**src/rtl/scan_led_pkg.sv**
```systemverilog
// Shared types and active-low seven-segment patterns for the scanned LED display.
// Bit layout of every pattern: [7:1] = segments a..g, [0] = decimal point.
package scan_led_pkg;

  typedef logic [3:0] nibble_t;

  localparam logic [7:0] SEG_OFF = 8'hFF;

  // Decimal point bit is left high (off); the decoder overrides bit 0.
  localparam logic [7:0] SEG_0 = 8'b0000_0011;
  localparam logic [7:0] SEG_1 = 8'b1001_1111;
  localparam logic [7:0] SEG_2 = 8'b0010_0101;
  localparam logic [7:0] SEG_3 = 8'b0000_1101;
  localparam logic [7:0] SEG_4 = 8'b1001_1001;
  localparam logic [7:0] SEG_5 = 8'b0100_1001;
  localparam logic [7:0] SEG_6 = 8'b0100_0001;
  localparam logic [7:0] SEG_7 = 8'b0001_1111;
  localparam logic [7:0] SEG_8 = 8'b0000_0001;
  localparam logic [7:0] SEG_9 = 8'b0000_1001;
  localparam logic [7:0] SEG_A = 8'b0001_0001;
  localparam logic [7:0] SEG_B = 8'b1100_0001;
  localparam logic [7:0] SEG_C = 8'b0110_0011;
  localparam logic [7:0] SEG_D = 8'b1000_0101;
  localparam logic [7:0] SEG_E = 8'b0110_0001;
  localparam logic [7:0] SEG_F = 8'b0111_0001;

endpackage

```
**src/rtl/seg7_decode.sv**
```systemverilog
// Combinational hex-to-seven-segment decoder with decimal point and blanking.
module seg7_decode import scan_led_pkg::*; (
  input  nibble_t    nibble_i,
  input  logic       dp_i,
  input  logic       blank_i,
  output logic [7:0] seg_o
);

  logic [7:0] pattern;

  // Look up the glyph, then apply dp (active-high in, active-low out) and blanking.
  always_comb begin
    pattern = SEG_OFF;
    unique case (nibble_i)
      4'h0: pattern = SEG_0;
      4'h1: pattern = SEG_1;
      4'h2: pattern = SEG_2;
      4'h3: pattern = SEG_3;
      4'h4: pattern = SEG_4;
      4'h5: pattern = SEG_5;
      4'h6: pattern = SEG_6;
      4'h7: pattern = SEG_7;
      4'h8: pattern = SEG_8;
      4'h9: pattern = SEG_9;
      4'hA: pattern = SEG_A;
      4'hB: pattern = SEG_B;
      4'hC: pattern = SEG_C;
      4'hD: pattern = SEG_D;
      4'hE: pattern = SEG_E;
      4'hF: pattern = SEG_F;
    endcase
    seg_o = blank_i ? SEG_OFF : {pattern[7:1], ~dp_i};
  end

endmodule

```
**src/rtl/scan_led_mux.sv**
```systemverilog
// Time-multiplexed driver for a common-anode hex LED display.
// Each digit slot lasts DIV clocks and starts with GAP dark clocks to avoid ghosting.
// New data is staged in a shadow register and moved to the display only at frame
// wrap, so a frame never mixes old and new digits.
// Optional: define SCAN_LED_LZS_EN to enable leading-zero suppression.
module scan_led_mux import scan_led_pkg::*; #(
  parameter int unsigned DIGITS = 6,
  parameter int unsigned DIV    = 25000,
  parameter int unsigned GAP    = 2
) (
  input  logic                  clk,
  input  logic                  rst_n,
  input  logic                  en,
  input  logic                  load,
  input  logic [4*DIGITS-1:0]   datain,
  input  logic [DIGITS-1:0]     dp_in,
  input  logic [DIGITS-1:0]     blank_in,
  output logic [7:0]            seg,
  output logic [DIGITS-1:0]     scan,
  output logic                  frame_done
);

  localparam int unsigned DivW = $clog2(DIV);
  localparam int unsigned IdxW = $clog2(DIGITS);
  localparam logic [DivW-1:0] DivLast = DivW'(DIV - 1);
  localparam logic [DivW-1:0] GapCnt  = DivW'(GAP);
  localparam logic [IdxW-1:0] IdxLast = IdxW'(DIGITS - 1);

  logic [DivW-1:0]       div_q, div_d;
  logic [IdxW-1:0]       idx_q, idx_d;
  logic                  tick, wrap;
  logic [4*DIGITS-1:0]   sh_data_q, disp_data_q, disp_data_d;
  logic [DIGITS-1:0]     sh_dp_q, disp_dp_q, disp_dp_d;
  logic [DIGITS-1:0]     sh_blank_q, disp_blank_q, disp_blank_d;
  logic                  lit_d;
  logic [DIGITS-1:0]     scan_q, scan_d;
  logic [7:0]            seg_q, seg_d, dec_seg;
  nibble_t               cur_nibble;
  logic                  cur_dp, cur_blank;

  // Divider, digit index and display-register next state.
  always_comb begin
    tick  = en && (div_q == DivLast);
    wrap  = tick && (idx_q == IdxLast);
    div_d = div_q + 1'b1;
    idx_d = idx_q;
    if (!en) begin
      div_d = '0;
      idx_d = '0;
    end else if (tick) begin
      div_d = '0;
      idx_d = wrap ? '0 : idx_q + 1'b1;
    end
    disp_data_d  = wrap ? sh_data_q  : disp_data_q;
    disp_dp_d    = wrap ? sh_dp_q    : disp_dp_q;
    disp_blank_d = wrap ? sh_blank_q : disp_blank_q;
  end

  // Outputs are computed from next state so the registered bus lines up with div/idx.
  always_comb begin
    lit_d      = en && (div_d >= GapCnt);
    cur_nibble = disp_data_d[{idx_d, 2'b00} +: 4];
    cur_dp     = disp_dp_d[idx_d];
    cur_blank  = disp_blank_d[idx_d];
  end

  seg7_decode u_decode (
    .nibble_i (cur_nibble),
    .dp_i     (cur_dp),
    .blank_i  (cur_blank),
    .seg_o    (dec_seg)
  );

`ifdef SCAN_LED_LZS_EN
  logic [DIGITS-1:0] zero_from;
  logic              suppress;

  // zero_from[i]: nibble i and every higher nibble are zero.
  always_comb begin
    zero_from = '0;
    for (int i = 0; i < DIGITS; i++) begin
      zero_from[i] = ((disp_data_d >> (4 * i)) == '0);
    end
    suppress = (idx_d != '0) && zero_from[idx_d];
  end

  // Scan and segment next values; suppressed digits keep their dp.
  always_comb begin
    scan_d = lit_d ? ~(DIGITS'(1) << idx_d) : '1;
    seg_d  = SEG_OFF;
    if (lit_d) begin
      seg_d = dec_seg;
      if (suppress) seg_d[7:1] = '1;
    end
  end
`else
  // Scan and segment next values.
  always_comb begin
    scan_d = lit_d ? ~(DIGITS'(1) << idx_d) : '1;
    seg_d  = lit_d ? dec_seg : SEG_OFF;
  end
`endif

  // State and registered outputs; reset darkens the display without a clock.
  always_ff @(posedge clk or negedge rst_n) begin
    if (!rst_n) begin
      div_q        <= '0;
      idx_q        <= '0;
      sh_data_q    <= '0;
      sh_dp_q      <= '0;
      sh_blank_q   <= '0;
      disp_data_q  <= '0;
      disp_dp_q    <= '0;
      disp_blank_q <= '0;
      scan_q       <= '1;
      seg_q        <= SEG_OFF;
    end else begin
      div_q        <= div_d;
      idx_q        <= idx_d;
      disp_data_q  <= disp_data_d;
      disp_dp_q    <= disp_dp_d;
      disp_blank_q <= disp_blank_d;
      scan_q       <= scan_d;
      seg_q        <= seg_d;
      if (load) begin
        sh_data_q  <= datain;
        sh_dp_q    <= dp_in;
        sh_blank_q <= blank_in;
      end
    end
  end

  assign seg        = seg_q;
  assign scan       = scan_q;
  assign frame_done = wrap;

endmodule

```
**config.mk**
```make
export PLATFORM = sky130hd
export DESIGN_NAME = scan_led_mux
export DESIGN_NICKNAME = d
export VERILOG_FILES = /design/src/rtl/scan_led_pkg.sv /design/src/rtl/seg7_decode.sv /design/src/rtl/scan_led_mux.sv
export SDC_FILE = /design/constraint.sdc
export NUM_CORES = 1
export LEC_CHECK = 0
export BUFFER_PORTS_ARGS = -buffer_cell sky130_fd_sc_hd__buf_2
export CORE_MARGIN = 2
export CORE_UTILIZATION = 55
export DETAILED_ROUTE_END_ITERATION = 10
export GPL_TIMING_DRIVEN = 1
export PLACE_DENSITY = 0.75
export SETUP_SLACK_MARGIN = 0.1
export SLEW_MARGIN = 15
export SYNTH_ARGS = -nofsm -noshare
export SYNTH_HDL_FRONTEND = slang
export SYNTH_SLANG_ARGS = --single-unit
```
**constraint.sdc**
```tcl
create_clock -name clk -period 3.9 [get_ports clk]
set_clock_uncertainty 0.05 [all_clocks]
set_input_delay 0.585 -clock clk [delete_from_list [all_inputs] [get_ports clk]]
set_output_delay 0.585 -clock clk [all_outputs]
set_load 0.01 [all_outputs]
```
==> impl_metrics.tcl, run 1 <==
set metrics [dict create \
    syn_area_mm2 0.00515 \
    outcome "completed" \
    crit_fanout 13 \
    avgSynthCellArea_um2 10.7 \
    yosys_register_bits 104 \
    start_util 0.563 \
    final_common_cell "dfrtp_1" \
    final-setup-viol-count 0 \
    drtPass1Iterations 5 \
    finalCriticalPeriod_ns 3.69 \
    synthTopCellsByArea "dfrtp_1 (44%), mux2_2 (9.2%), dfstp_2 (7.1%)" \
    grt_pass1_wl_um 20200 \
    dieArea_mm2 0.0102 \
    worst_pin_slew_ns 0.784 \
    grtUsageTotal 0.254 \
    clock-sinks 104 \
    finalMaxSlewViolations 0 \
    wl_um 12200 \
    yosys.area.top_type "dfrtp_1" \
    critPathBufInv 3 \
    synth_warnings 0 \
    gp_congestion 0.938 \
    syn_nets 530 \
    crit_path_frequent_cell "a21oi_1" \
    detail_route.wl_per_cell_um 18.3 \
    seqCellArea_mm2 0.00262 \
    finalHoldViolCount 0 \
    drcViolationCount 0 \
    num_vias 4101 \
    hpwl_um 8460 \
    cts_tree "done" \
    drive_gt1_frac 0.309 \
    grt_max_degree 40 \
    synth_cell_types 63 \
    crit_chain "or3b_1 -> buf_4 -> nor4_2 -> buf_4 -> a21oi_1 -> or3_1 -> o221ai_1 -> inv_1 -> ha_1 -> a21oi_1 -> a21oi_1 -> a31oi_1" \
    grt_setup_unrepaired "no" \
    clkTransAtPathRegs_ns 0.11 \
    min_path_type "primary input to asynchronous set/reset pin" \
    die_w_um 101 \
    synth_edf_count 0 \
    setup_tns_ns 0 \
    drt_iter0_markers 271 \
    die_y_um 101 \
    fin_area_mm2 0.00591 \
    antenna_found_initial 0 \
    ios 55 \
    crit_family "simple AND/OR/NAND/NOR gates" \
    place.port_buffers 54 \
    async_flop_share 1.00 \
    numCtsBuffers 9 \
    crit_type "register to register" \
    synth_ff_type "dfrtp_1" \
    final_cell_mix "dfrtp_1 (90), buf_2 (53), nand2_1 (50)" \
    synth_top_area_share 0.437 \
    fillers 699 \
    yosysSeqAreaShare 0.508 \
    vdd_drop_max_uv 428 \
    routed_via_density 6.17 \
    first_global_vias 4103 \
    maxCapViolCount 0 \
    overflow 0 \
    worstPathRequired_ns 4.15 \
    area_growth_pct 14.6 \
    pwr_density_cell_mw_per_mm2 341 \
    synthCells 481 \
    min_period_over_period 0.945 \
    fmax_mhz 271 \
    nNetsFinal 598 \
    drtAntennaViolNets 0 \
    clock_latency_ns 0.38 \
    leakage_nw 2.66 \
    arrival_ns 3.93 \
    antenna-diode-count 0 \
    rows 35 \
    endpoint_kind "register" \
    cp_slowest_cell "or3b_1" \
    root_buffer "clkbuf_8" \
    core-area_mm2 0.00915 \
    htree_num_levels 3 \
    place_area_mm2 0.00565 \
    clk_path_buf_depth 2 \
    slew_headroom 0.477 \
    start_kind "register" \
    slowest_delay_ns 0.49 \
    multi_input_area_mm2 0.00237 \
]
## final timing paths
path                       slack, ns            to       from  cells after the start
max reg2reg                     0.21        seg[4]   div_q[9]                     12
min reg2reg                     0.43      div_q[0]   div_q[0]                      1
min in group clk                0.37  sh_data_q[5]  datain[5]                      2
max                             0.21        seg[4]   div_q[9]                     12
max in group asynchronous       2.84       scan[0]      rst_n                      2
min                             0.09  sh_data_q[7]      rst_n                      1
## through the flow
stage | std cells | util | hold slack [ns] | setup slack [ns] | power [mW]
3_5_place_dp | 646 | 0.618 | 0.410 | 0.104 | 1.33
4_1_cts | 662 | 0.640 | 0.0943 | 0.214 | 2.04
6_report | 665 | 0.646 | 0.0891 | 0.214 | 2.02
3_3_place_gp | 646 | 0.618 | 0.397 | 0.164 | 1.33
5_1_grt | 665 | 0.646 | 0.108 | 0.0676 | 2.09
2_1_floorplan | 481 | - | 0.239 | 0.290 | 1.26
## metal layers
layer | GRT usage | wire, µm
met4 | 0.0959 | 288
met2 | 0.404 | 5830
met1 | 0.347 | 5270
met5 | 0 | 0
met3 | 0.0506 | 782
## synth_stat cells (3+ instances only)
cell	n
dfrtp_1	90
nand2_1	51
mux2_2	42
nand4_1	26
nor2_1	25
o21ai_0	20
inv_1	18
clkbuf_1	16
dfstp_2	14
nor3_1	12
a21oi_1	11
mux2i_1	11
a211oi_1	10
a22oi_1	9
ha_1	9
nand3_1	9
and2_1	8
xnor2_1	8
or3_1	7
buf_2	5
o21ai_1	5
xor2_1	5
a221oi_1	4
nor2b_1	4
o221ai_1	4
o31ai_1	4
and3_1	3
buf_6	3
nor4_1	3
o41ai_1	3
## worst reg2reg max path: stages (launching register included)
cell and delay, ns:
dfrtp_1 0.44, or3b_1 0.49, buf_4 0.18, nor4_2 0.25
buf_4 0.24, a21oi_1 0.22, or3_1 0.49, o221ai_1 0.33
inv_1 0.16, ha_1 0.35, a21oi_1 0.16, a21oi_1 0.06
a31oi_1 0.19
## final cells by class
type,count,area share
Multi-Input combinational cell,333,0.402
Inverter,18,0.0114
Clock buffer,11,0.0239
Tap cell,111,0.0235
Sequential cell,104,0.443
Timing Repair Buffer,83,0.0851
Clock inverter,5,0.0110
## kinds of logic (layout without fill, tap and decap cells)
group / Yosys count / in the layout / share of synthesized area
muxes: 53 / 53 / 0.113
xor gates and xnor gates: 13 / 13 / 0.0221
AOI/OAI and AO/OA: 93 / 93 / 0.130
and+or+nand+nor: 164 / 165 / 0.165
DFF: 104 / 104 / 0.508
adders and majority gates: 9 / 9 / 0.0218
buffers and inverters: 45 / 117 / 0.0391
## power breakdown
part / internal [mW] / switching (mW)
Clock: 0.322 / 0.381
Sequential: 1.14 / 0.0294
Combinational: 0.0711 / 0.0769
## flip-flops by register name (all words and copies together), names as in the netlist
name          count
disp_data_q      24
sh_data_q        24
div_q            15
seg               8
disp_blank_q      6
disp_dp_q         6
scan              6
sh_blank_q        6
sh_dp_q           6
idx_q             3
## timing repair
| item | in CTS | in global routing |
|---|---|---|
| endpoints found under the hold margin | 0 | 0 |
| buffers inserted | 0 | 2 |
| hold buffers | 0 | 0 |
| setup endpoints to repair | 0 | 6 |
| resized for setup | 0 | 6 |
Note: power is estimated with default switching activity, not from simulation.
==> run 2, diff against run 1 <==
--- a/config.mk
+++ b/config.mk
@@ -5,7 +5,7 @@
 export SDC_FILE = /design/constraint.sdc
 export NUM_CORES = 1
 export LEC_CHECK = 0
-export BUFFER_PORTS_ARGS = -buffer_cell sky130_fd_sc_hd__buf_2
+export BUFFER_PORTS_ARGS = -buffer_cell sky130_fd_sc_hd__clkbuf_2
 export CORE_MARGIN = 2
 export CORE_UTILIZATION = 55
 export DETAILED_ROUTE_END_ITERATION = 10
==> run 2 against run 1 <==
  * First-iteration DRC count is 1.8% lower
  * Cell area is 0.40% lower
  * Worst hold slack worse by 0.058 ns
==> impl_metrics.tcl, run 2 (synthesized netlist as in run 1, its figures left out) <==
set metrics [dict create \
    slew_headroom 0.414 \
    final_cell_mix "dfrtp_1 (90), clkbuf_2 (53), nand2_1 (50)" \
    routed_via_density 6.21 \
    grtUsageTotal 0.255 \
    drt_iter0_markers 266 \
    min_path_type "primary input to asynchronous set/reset pin" \
    numCtsBuffers 9 \
    finalCriticalPeriod_ns 3.71 \
    drtAntennaViolNets 0 \
    hold_slack_ns 0.0314 \
    internal_power_mw 1.46 \
    crit_fanout 10 \
    sequentialPowerShare 0.591 \
    final_common_cell "dfrtp_1" \
    fin_total_pwr_mw 1.97 \
    htree_num_levels 3 \
    largestRegisters "disp_data_q: 24 flops, sh_data_q: 24 flops, div_q: 15 flops" \
    crit_type "register to register" \
    worst_pin_slew_ns 0.879 \
    leakage_nw 2.68 \
    root_buffer "clkbuf_8" \
    area_growth_pct 14.2 \
    hpwl_um 8510 \
    outcome "completed" \
    overflow 0 \
    final_core_util 0.643 \
    pwr_density_cell_mw_per_mm2 335 \
    nNetsFinal 595 \
    place.port_buffers 54 \
    cts_tree "done" \
    arrival_ns 3.97 \
    wl_met3_um 753 \
    met1_length_um 5260 \
    min_period_over_period 0.951 \
    grt_pass1_wl_um 20100 \
    crit_chain "or3b_1 -> or4_4 -> buf_4 -> o21ai_2 -> a22oi_1 -> o41ai_2 -> buf_4 -> o221ai_2 -> inv_1 -> ha_1 -> a21oi_1 -> a21oi_1 -> a31oi_1" \
    finalHoldViolCount 0 \
    rows 35 \
    fmax_mhz 270 \
    slowest_delay_ns 0.64 \
    endpoint_kind "register" \
    core-area_mm2 0.00915 \
    die_y_um 101 \
    ios 55 \
    wl_um 12200 \
    ff2ff_setup_slack_ns 0.19 \
    switching_share 0.260 \
    clock_latency_ns 0.38 \
    start_util 0.563 \
    grt_max_degree 49 \
    grt_setup_unrepaired "yes" \
    highest_layer "met4" \
    clock-sinks 104 \
    power.share.clock 0.334 \
    place_ws_ns -0.0567 \
    die_w_um 101 \
    gp_congestion 0.948 \
    first_global_vias 4048 \
    finalMaxSlewViolations 0 \
    antenna_found_initial 0 \
    drcViolationCount 0 \
    dieArea_mm2 0.0102 \
    start_kind "register" \
    drtPass1Iterations 5 \
    num_vias 4109 \
    fin_ws_ns 0.190 \
    clkTransAtPathRegs_ns 0.11 \
    post_cts_buffers 0 \
    worstPathRequired_ns 4.16 \
    comb_power_share 0.075 \
    final-setup-viol-count 0 \
    dr_wl_met2_um 5730 \
    setup_tns_ns 0 \
    maxCapViolCount 0 \
    cp_slowest_cell "or4_4" \
    detail_route.wl_per_cell_um 18.4 \
    drive_gt1_frac 0.310 \
    vdd_drop_max_uv 252 \
    antenna-diode-count 0 \
    switchingPower_mw 0.513 \
    postCtsHoldBufs 0 \
    clk_path_buf_depth 2 \
]
[run 2: cell count changes in the layout (fill, tap and decap cells not counted), moves of 2 or more]
cell / previous run / this run
buf_2: 53 / 0
buf_4: 29 / 26
clkbuf_2: 0 / 53
clkinv_4: 0 / 2
clkinvlp_4: 2 / 0
inv_8: 1 / 3
o21ai_0: 19 / 15
o21ai_1: 6 / 9
[run 2: worst max-delay path, delay by kind of cell (launching register included)]
kind | cells | cell delay (ns)
flip-flops | 1 | 0.43
buffers and inverters | 3 | 0.52
adder cells (fa/ha/maj) | 1 | 0.27
AO/OA/AOI/OAI | 7 | 1.27
AND/OR/NAND/NOR | 2 | 1.11
[run 2: through the flow]
stage / std cells / cell area (µm²)
3_3_place_gp: 645 / 5650
4_1_cts: 661 / 5840
6_report: 662 / 5880
5_1_grt: 662 / 5880
2_1_floorplan: 481 / 5150
3_5_place_dp: 645 / 5650
[run 2: final timing paths]
path	from	end	cells past startpoint
min in group clk	datain[22]	sh_data_q[22]	2
min reg2reg	disp_data_q[14]	disp_data_q[14]	2
max	div_q[9]	seg[4]	13
min	rst_n	sh_data_q[3]	1
max in group asynchronous	rst_n	disp_blank_q[4]	2
max reg2reg	div_q[9]	seg[4]	13
[run 2: what timing repair did]
| item | CTS | global route |
|---|---|---|
| pin swaps | 0 | 3 |
| gates cloned | 0 | 1 |
| endpoints found under the setup margin | 1 | 7 |
| gates resized for setup | 1 | 12 |
| endpoints found under the hold margin | 0 | 0 |
[run 2: layout make-up]
| class | instances | area, µm² |
|---|---|---|
| clock buffers | 10 | 128 |
| clock inverters | 6 | 60.1 |
| fillers | 720 | 3270 |
| inverters | 18 | 67.6 |
| multi-input cells | 333 | 2390 |
| flip-flops and latches | 104 | 2620 |
| well taps | 111 | 139 |
| repair buffers | 80 | 480 |
[run 2: power by group through the flow]
stage | Combinational, mW | Clock, mW | Sequential [mW]
after floorplan | 0.0771 | 0 | 1.18
after detailed placement | 0.150 | 0 | 1.19
after CTS | 0.150 | 0.671 | 1.16
final | 0.148 | 0.659 | 1.16
after global routing | 0.166 | 0.715 | 1.17
after global placement | 0.144 | 0 | 1.18
[run 2: metal layers]
| layer | GRT usage | up-vias |
|---|---|---|
| li1 | - | 1878 |
| met1 | 0.335 | 2019 |
| met2 | 0.404 | 172 |
| met3 | 0.0555 | 40 |
| met4 | 0.124 | 0 |
| met5 | 0 | - |
==> run 3, diff against run 2 <==
==> constraint.sdc (replaced) <==
create_clock -name clk -period 3.9 [get_ports clk]
set_clock_uncertainty 0.05 [all_clocks]
set_input_delay 0.78 -clock clk [delete_from_list [all_inputs] [get_ports clk]]
set_output_delay 0.78 -clock clk [all_outputs]
set_load 0.01 [all_outputs]
==> run 3 against run 2 <==
  * Worst hold slack better by 0.38 ns
  * Critical path depth is 2 lower
  * Cell area is 0.77% higher
  * Fmax is 3.5% higher
  * Critical path type unchanged
  * Largest cell class unchanged
==> impl_metrics.tcl, run 3 (synthesized netlist as in run 1, its figures left out) <==
set metrics [dict create \
    clk_path_buf_depth 2 \
    pwr_density_cell_mw_per_mm2 339 \
    wl_um 11900 \
    worstPathRequired_ns 4.15 \
    hpwl_um 8570 \
    final_common_cell "dfrtp_1" \
    post_cts_buffers 0 \
    crit_chain "or3_4 -> or4_4 -> o211ai_4 -> a22oi_1 -> o41ai_1 -> buf_4 -> o221ai_2 -> buf_4 -> ha_1 -> nor3b_1 -> o31ai_1" \
    crit_type "register to register" \
    min_path_type "primary input to asynchronous set/reset pin" \
    gp_congestion 0.895 \
    power.share.clock 0.347 \
    clkTransAtPathRegs_ns 0.11 \
    multi_input_area_mm2 0.00236 \
    arrival_ns 3.84 \
    crit_path_frequent_cell "buf_4" \
    antenna-diode-count 0 \
    ff2ff_setup_slack_ns 0.31 \
    numCtsBuffers 9 \
    comb_power_share 0.074 \
    fmax_mhz 279 \
    r2r-start "div_q[6]" \
    root_buffer "clkbuf_8" \
    final_cell_mix "dfrtp_1 (90), clkbuf_2 (53), nand2_1 (50)" \
    finalHoldViolCount 0 \
    seqCellArea_mm2 0.00262 \
    fin_total_pwr_mw 2.01 \
    place.port_buffers 54 \
    slew_headroom 0.406 \
    critical_path.startpoint "div_q[6]" \
    dieArea_mm2 0.0102 \
    antenna_found_initial 0 \
    largestRegisters "disp_data_q: 24 flops, sh_data_q: 24 flops, div_q: 15 flops" \
    routed_via_density 6.10 \
    outcome "completed" \
    crit_fanout 17 \
    timing.rr.end "seg[7]" \
    reg2reg_depth 11 \
    fillers 738 \
    drive_gt1_frac 0.313 \
    setup_tns_ns 0 \
    grt_pass1_wl_um 20100 \
    clock-sinks 104 \
    first_global_vias 4166 \
    die_w_um 101 \
    finalMaxSlewViolations 0 \
    cts_tree "done" \
    clock_latency_ns 0.38 \
    endpoint_kind "register" \
    grt_max_degree 65 \
    num_vias 4072 \
    cp_slowest_cell "or4_4" \
    final-setup-viol-count 0 \
    postCtsHoldBufs 0 \
    min_period_over_period 0.919 \
    detail_route.wl_per_cell_um 17.8 \
    rows 35 \
    hold_slack_ns 0.407 \
    ios 55 \
    drtAntennaViolNets 0 \
    sequentialPowerShare 0.579 \
    switchingPower_mw 0.529 \
    leakage_nw 2.71 \
    htree_num_levels 3 \
    switching_share 0.263 \
    vdd_drop_max_uv 211 \
    overflow 0 \
    drtPass1Iterations 5 \
    grt_setup_unrepaired "no" \
    area_growth_pct 15.0 \
    core-area_mm2 0.00915 \
    start_kind "register" \
    slowest_delay_ns 0.69 \
    finalCriticalPeriod_ns 3.59 \
    die_y_um 101 \
    cts_resized 0 \
    internal_power_mw 1.48 \
    maxCapViolCount 0 \
    drcViolationCount 0 \
    grtUsageTotal 0.251 \
    drt_iter0_markers 251 \
    worst_pin_slew_ns 0.891 \
    nNetsFinal 600 \
    start_util 0.563 \
]
-- run 3: changes by cell type in the layout (fill, tap and decap cells not counted), sizes merged --
cell    before  now
buf         27   33
clkinv       2    1
inv         22   23
or4          3    2
-- run 3: area by class of cell --
| type | instances | area share |
|---|---|---|
| tap | 111 | 0.0234 |
| sequential | 104 | 0.442 |
| timing repair buffer | 86 | 0.0907 |
| clock buffer | 10 | 0.0232 |
| multi-input combinational | 332 | 0.398 |
| inverter | 18 | 0.0114 |
| clock inverter | 6 | 0.0114 |
-- run 3: worst max-delay path: cells and delay by family, from the launching register on --
kind	cells	cell delay, ns
buffers and inverters	2	0.35
adders and majority gates	1	0.26
AOI/OAI and AO/OA	5	1.00
and+or+nand+nor	3	1.37
DFF	1	0.46
-- run 3: how the worst max path moves through the flow --
stage                     endpoint  slack, ns  depth (start not counted)
after global routing        seg[2]       0.14                         15
after floorplan             seg[4]       0.12                         14
final                       seg[7]       0.31                         11
after global placement      seg[4]      -0.20                         13
after detailed placement    seg[4]      -0.20                         13
after CTS                   seg[4]       0.14                         12
-- run 3: per-layer routing --
metal	GRT usage	routed length, µm
met1	0.338	5140
met2	0.393	5780
met3	0.0569	698
met4	0.103	257
met5	0	0
-- run 3: power by group through the flow --
stage                     clock network, mW  registers, mW  logic (mW)
after floorplan                           0           1.18      0.0771
after global placement                    0           1.18       0.145
after detailed placement                  0           1.18       0.152
after CTS                             0.716           1.16       0.152
after global routing                  0.759           1.17       0.168
final                                 0.698           1.16       0.149
-- run 3: stage by stage --
| step | instance area [µm²] | setup slack [ns] | util | std cells |
|---|---|---|---|---|
| finish | 5930 | 0.315 | 0.648 | 667 |
| global route | 5930 | 0.142 | 0.648 | 667 |
| CTS | 5920 | 0.135 | 0.646 | 667 |
| detailed placement | 5710 | -0.204 | 0.624 | 651 |
| global placement | 5710 | -0.204 | 0.624 | 651 |
| floorplan | 5160 | 0.124 | - | 481 |
